`config.mk`:
```
export PLATFORM = sky130hd
export DESIGN_NAME = usb_tx_encoder
export DESIGN_NICKNAME = d
export VERILOG_FILES = /design/src/rtl/usb_tx_pkg.sv /design/src/rtl/usb_tx_bit_stuffer.sv /design/src/rtl/usb_tx_encoder.sv
export SDC_FILE = /design/constraint.sdc
export NUM_CORES = 1
export LEC_CHECK = 0
export ABC_AREA = 1
export CAP_MARGIN = 20
export CORE_MARGIN = 5
export CORE_UTILIZATION = 45
export DETAILED_ROUTE_END_ITERATION = 7
export GPL_ROUTABILITY_DRIVEN = 1
export PLACE_DENSITY = 0.69
export SETUP_SLACK_MARGIN = 0.5
export SYNTH_ARGS = -nofsm -noshare
export SYNTH_HDL_FRONTEND = slang
export SYNTH_SLANG_ARGS = --single-unit
```
`constraint.sdc`:
```
create_clock -name clk -period 3.8 [get_ports clk]
set_input_delay 0.57 -clock clk [delete_from_list [all_inputs] [get_ports clk]]
set_output_delay 0.57 -clock clk [all_outputs]
set_load 0.01 [all_outputs]
```
`src/rtl/usb_tx_pkg.sv`:
```
// rtl/usb_tx_pkg.sv - shared types and constants for the USB full-speed TX encoder
package usb_tx_pkg;

  typedef enum logic [2:0] {
    ST_IDLE,
    ST_SYNC,
    ST_DATA,
    ST_STUFF,
    ST_EOP_SE0A,
    ST_EOP_SE0B,
    ST_EOP_J
  } tx_state_t;

  // Line states as {dp, dm}
  localparam logic [1:0] LINE_J   = 2'b10;
  localparam logic [1:0] LINE_K   = 2'b01;
  localparam logic [1:0] LINE_SE0 = 2'b00;

  localparam logic [7:0] SYNC_PATTERN_DEF = 8'h80;
  localparam int         STUFF_LIMIT_DEF  = 6;

endpackage

```
`src/rtl/usb_tx_bit_stuffer.sv`:
```
// rtl/usb_tx_bit_stuffer.sv - consecutive-ones counter and NRZI line level tracker
module usb_tx_bit_stuffer
  import usb_tx_pkg::*;
#(
  parameter int STUFF_LIMIT = STUFF_LIMIT_DEF
) (
  input  logic clk,
  input  logic n_rst,
  input  logic clear,
  input  logic strobe,
  input  logic bit_val,
  input  logic stuff_taken,
  output logic stuff_req,
  output logic line_j,
  output logic line_j_next
);

  logic [2:0] ones_cnt;
  logic       one_sent;

  assign one_sent    = bit_val && !stuff_taken;
  // Asserted while the bit being sent is the one that reaches the limit
  assign stuff_req   = one_sent && (ones_cnt == 3'(STUFF_LIMIT - 1));
  assign line_j_next = one_sent ? line_j : !line_j;

  always_ff @(posedge clk) begin
    if (!n_rst || clear) begin
      ones_cnt <= 3'd0;
      line_j   <= 1'b1;
    end else if (strobe) begin
      line_j   <= line_j_next;
      ones_cnt <= one_sent ? ones_cnt + 3'd1 : 3'd0;
    end
  end

endmodule

```
`src/rtl/usb_tx_encoder.sv`:
```
// rtl/usb_tx_encoder.sv - USB 1.1 full-speed TX line encoder: SYNC, stuffed NRZI data, EOP
module usb_tx_encoder
  import usb_tx_pkg::*;
#(
  parameter logic [7:0] SYNC_PATTERN = SYNC_PATTERN_DEF,
  parameter int         STUFF_LIMIT  = STUFF_LIMIT_DEF
) (
  input  logic       clk,
  input  logic       n_rst,
  input  logic       bit_strobe,
  output logic       timer_en,
  output logic       timer_clear,
  input  logic       tx_start,
  input  logic [7:0] tx_data,
  input  logic       tx_last,
  input  logic       tx_valid,
  output logic       tx_ready,
  output logic       dp_out,
  output logic       dm_out,
  output logic       tx_busy,
  output logic       tx_done,
  output logic       tx_error
);

  tx_state_t  state, state_n;
  logic       hold_full, hold_last, cur_last, abort_q, eop_pend;
  logic [7:0] hold_data, shift_q;
  logic [2:0] bit_idx;
  logic [1:0] line_q;
  logic       adv, cur_bit, need_byte, load, underrun;
  logic       stuff_req, line_j, line_j_next;

  assign adv       = bit_strobe && (state inside {ST_SYNC, ST_DATA, ST_STUFF});
  assign need_byte = bit_strobe && (bit_idx == 3'd7) &&
                     (state == ST_SYNC || (state == ST_DATA && !cur_last));
  assign load      = need_byte && hold_full;
  assign underrun  = need_byte && !hold_full;
  assign tx_ready  = !hold_full;
  assign {dp_out, dm_out} = line_q;

  always_comb begin
    cur_bit = 1'b0;
    case (state)
      ST_SYNC: cur_bit = SYNC_PATTERN[bit_idx];
      ST_DATA: cur_bit = shift_q[bit_idx];
      default: cur_bit = 1'b0;
    endcase
  end

  usb_tx_bit_stuffer #(.STUFF_LIMIT(STUFF_LIMIT)) u_stuffer (
    .clk        (clk),
    .n_rst      (n_rst),
    .clear      (state == ST_IDLE),
    .strobe     (adv),
    .bit_val    (cur_bit),
    .stuff_taken(state == ST_STUFF),
    .stuff_req  (stuff_req),
    .line_j     (line_j),
    .line_j_next(line_j_next)
  );

  always_comb begin
    state_n = state;
    case (state)
      ST_IDLE: if (tx_start) state_n = ST_SYNC;
      ST_SYNC:
        if (underrun)                         state_n = ST_EOP_SE0A;
        else if (bit_strobe && bit_idx == 3'd7) state_n = stuff_req ? ST_STUFF : ST_DATA;
      ST_DATA:
        if (bit_strobe) begin
          if (underrun)                             state_n = ST_EOP_SE0A;
          else if (bit_idx == 3'd7 && cur_last)     state_n = stuff_req ? ST_STUFF : ST_EOP_SE0A;
          else if (stuff_req)                       state_n = ST_STUFF;
        end
      ST_STUFF:    if (bit_strobe) state_n = eop_pend ? ST_EOP_SE0A : ST_DATA;
      ST_EOP_SE0A: if (bit_strobe) state_n = ST_EOP_SE0B;
      ST_EOP_SE0B: if (bit_strobe) state_n = ST_EOP_J;
      ST_EOP_J:    if (bit_strobe) state_n = ST_IDLE;
      default:     state_n = ST_IDLE;
    endcase
  end

  always_ff @(posedge clk) begin
    if (!n_rst) begin
      state       <= ST_IDLE;
      hold_full   <= 1'b0;
      hold_data   <= 8'd0;
      hold_last   <= 1'b0;
      shift_q     <= 8'd0;
      cur_last    <= 1'b0;
      bit_idx     <= 3'd0;
      abort_q     <= 1'b0;
      eop_pend    <= 1'b0;
      line_q      <= LINE_J;
      timer_en    <= 1'b0;
      timer_clear <= 1'b0;
      tx_busy     <= 1'b0;
      tx_done     <= 1'b0;
      tx_error    <= 1'b0;
    end else begin
      state       <= state_n;
      timer_clear <= (state == ST_IDLE) && tx_start;
      timer_en    <= (state_n != ST_IDLE);
      tx_busy     <= (state_n != ST_IDLE);
      tx_done     <= (state == ST_EOP_J) && bit_strobe && !abort_q;
      tx_error    <= (state == ST_EOP_J) && bit_strobe && abort_q;

      // No write-through: a load needs a full register, a write an empty one
      if (load) begin
        hold_full <= 1'b0;
        shift_q   <= hold_data;
        cur_last  <= hold_last;
      end else if (tx_valid && !hold_full) begin
        hold_full <= 1'b1;
        hold_data <= tx_data;
        hold_last <= tx_last;
      end

      if (adv && state != ST_STUFF) bit_idx <= bit_idx + 3'd1;
      if (bit_strobe && state == ST_DATA && bit_idx == 3'd7 && cur_last) eop_pend <= 1'b1;
      if (underrun) abort_q <= 1'b1;
      if (state == ST_EOP_J && bit_strobe) abort_q <= 1'b0;
      if (state == ST_IDLE) begin
        bit_idx  <= 3'd0;
        eop_pend <= 1'b0;
        cur_last <= 1'b0;
      end

      if (adv)
        line_q <= line_j_next ? LINE_J : LINE_K;
      else if (bit_strobe && (state == ST_EOP_SE0A || state == ST_EOP_SE0B))
        line_q <= LINE_SE0;
      else if (bit_strobe && state == ST_EOP_J)
        line_q <= LINE_J;
    end
  end

endmodule

```
==> flow_metrics.tcl <==
set metrics [dict create \
    pin_count 22 \
    swShare_pct 21.02 \
    synth_edf_count 0 \
    yosysUniqueCellTypes 32 \
    min_to "tx_done$_SDFF_PN0_" \
    ys.flop_type "dfxtp_1" \
    antenna_left 0 \
    synthDominantCellAreaShare_pct 42.70 \
    fillCellCount 358 \
    combinationalPowerShare_pct 9.0 \
    drt_wl_total_um 3469 \
    diodes 0 \
    avgSynthCellArea_um2 7.424 \
    hold_start "abort_q$_SDFFE_PP0P_" \
    synth_area_mm2 0.001782 \
    place_congestion 0.9036 \
    crit_path_max_fanout 21 \
    setup_tns_ns 0 \
    clk_pin_slew_worst_paths_ns 0.07 \
    port_buffers 21 \
    ff2ff_path_depth 11 \
    cap_violations 0 \
    cts_sinks 38 \
    worst-slew-pin-transition_ns 0.3331 \
    p_leak_nw 0.9498 \
    timing.rr.end "tx_busy$_SDFF_PN0_" \
    die-height_um 72.93 \
    min_path_cells 1 \
    post_cts_resized 0 \
    ir_drop_mv 0.2375 \
    core_mm2 0.003744 \
    async_reset_ff_share_pct 0 \
    status "finished, final reports clean" \
    p_seq_share_pct 45.5 \
    gr-total-overflow 0 \
    r2r_setup_slack_ns 1.88 \
    postCtsSetupBuffers 0 \
    synth_seq_cells 38 \
    grt_pass1_vias 1310 \
    dpl_cell_area_mm2 0.002029 \
    power.density_mw_per_mm2 425.5 \
    yosysMostFrequentCell "nand2_1" \
    maxSlewViolCount 0 \
    min_period_ns 2.052 \
    grt_pass1_wl_um 5775 \
    die_w_um 72.93 \
    relSlewSlack_pct 77.56 \
    viasPerCell 4.754 \
    min_path_type "flip-flop to flip-flop" \
    seq_area_frac_synth_pct 42.70 \
    crit_path_start_kind "input port" \
    crit-reg2reg-launch "bit_idx[0]$_SDFFE_PP0P_" \
    initial_core_util_pct 47.59 \
    arrival_ns 2.26 \
    area_delta_synth_final_pct 21.91 \
    synth_area_leaders "dfxtp_1 (43%), nand2_1 (9.5%), nor2_1 (7.4%)" \
    fmax_ghz 0.4874 \
    finalHoldViolCount 0 \
    drt-initial-drc-count 58 \
    fin_crit_sh_pct 53.99 \
    yosysTopAreaCell "dfxtp_1" \
    grt_antenna_before_repair 0 \
    syn_inst 240 \
    wl_per_cell_um 11.08 \
    skew_ns 0.002982 \
    root_buffer "clkbuf_8" \
    utilization_pct 58.02 \
    synth_fp_nets 258 \
    clockPowerShare_pct 45.6 \
    worstPathRequired_ns 4.00 \
    drc 0 \
    dieArea_mm2 0.005318 \
    drive_gt1_share_pct 11.70 \
    stdcell_area_mm2 0.002172 \
    power.internal_w 0.0007300 \
    numCtsBuffers 5 \
    cts_tree "done" \
    critPathKind "input port to flip-flop" \
    track_usage_pct 13.93 \
    clockBufferDepth 2 \
    p_sw_w 0.0001942 \
    yosys-top-cells-count "nand2_1 (45), dfxtp_1 (38), nor2_1 (35)" \
    clk_latency_ns 0.29 \
    nets 282 \
    critPathCaptureType "flip-flop" \
    rsz0062_at_grt "no" \
    holdWs_ns 0.4256 \
    grt_max_degree 22 \
    cts_hold_buf 0 \
    drt_pass1_iterations 4 \
    ys.warnings.count 0 \
    vias 1488 \
    row_count 22 \
    setup_viol 0 \
    h-tree-depth 2 \
    dp_hpwl_um 2565 \
]
layout make-up:
class,count,area [um^2],share of cell area [%]
clock buffer,6,82.58,3.802
clock inverter,2,60.06,2.765
multi-input combinational,161,850.8,39.17
sequential,38,760.7,35.02
inverter,36,140.1,6.452
timing repair buffer,22,217.7,10.02
tap,48,60.06,2.765
power by group through the flow:
| stage | clock [W] | combinational, W | sequential, W |
|---|---|---|---|
| after floorplan | 0 | 0.0000496 | 0.000429 |
| after global placement | 0 | 0.0000828 | 0.000429 |
| after detailed placement | 0 | 0.0000828 | 0.000430 |
| after CTS | 0.000427 | 0.0000838 | 0.000420 |
| after global routing | 0.000447 | 0.0000929 | 0.000422 |
| final | 0.000421 | 0.0000827 | 0.000420 |
metrics by stage:
stage	power, W	setup WS, ns	instances
2_1_floorplan	0.0004787	2.151	240
3_3_place_gp	0.0005123	1.463	305
3_5_place_dp	0.0005124	1.444	305
4_1_cts	0.0009307	1.738	313
5_1_grt	0.0009613	1.586	313
6_report	0.0009242	1.748	313
per-layer routing:
metal,vias to the layer above,global-route usage (%),part of all wire [%]
met5,-,0,0
met4,0,5.533,1.4
met3,5,3.719,3.7
met2,22,20.44,44
met1,649,19.32,51
li1,812,-,-
layout by cell type, fill, tap and decap left out, types with 4 or more instances in the layout:
master and count:
nand2_1 45, a21oi_1 13, inv_1 27, clkbuf_8 6, nand2_2 5, dfxtp_1 38, nand3_1 13, o21ai_0 21
clkdlybuf4s50_1 21, ha_1 4, nor2_1 35, inv_2 5
cells by family after synthesis:
group                    share of synthesized area (%)
AND/OR/NAND/NOR                                  29.35
AO/OA/AOI/OAI                                    14.12
buffers and inverters                            9.551
flip-flops                                       42.70
adder cells (fa/ha/maj)                          2.809
XOR/XNOR                                         1.475
registers in the layout, indices dropped and copies added, names as in the netlist, named ones only:
register and count:
abort_q 1, bit_idx 3, cur_last 1, eop_pend 1, hold_data 8, hold_full 1
hold_last 1, line_q 2, shift_q 8, state 3, timer_clear 1, tx_busy 1
tx_done 1, tx_error 1, u_stuffer.line_j 1, u_stuffer.ones_cnt 3
critical path: stages:
cell             delay [ns]
clkdlybuf4s50_1        0.45
buf_4                  0.21
clkinv_1               0.28
nor2_1                 0.32
o21ai_0                0.21
a211oi_1               0.20
how the worst max path moves through the flow:
stage,end,startpoint,depth (start not counted)
3_3_place_gp,cur_last$_SDFFE_PP0P_,bit_strobe,6
4_1_cts,u_stuffer.ones_cnt[1]$_SDFFE_PP0P_,n_rst,6
6_report,u_stuffer.ones_cnt[1]$_SDFFE_PP0P_,n_rst,6
3_5_place_dp,u_stuffer.ones_cnt[1]$_SDFFE_PP0P_,n_rst,6
2_1_floorplan,shift_q[3]$_SDFFE_PN0P_,bit_idx[0]$_SDFFE_PP0P_,8
5_1_grt,u_stuffer.ones_cnt[1]$_SDFFE_PP0P_,n_rst,6
No activity file was read; power rests on OpenSTA's default activity.
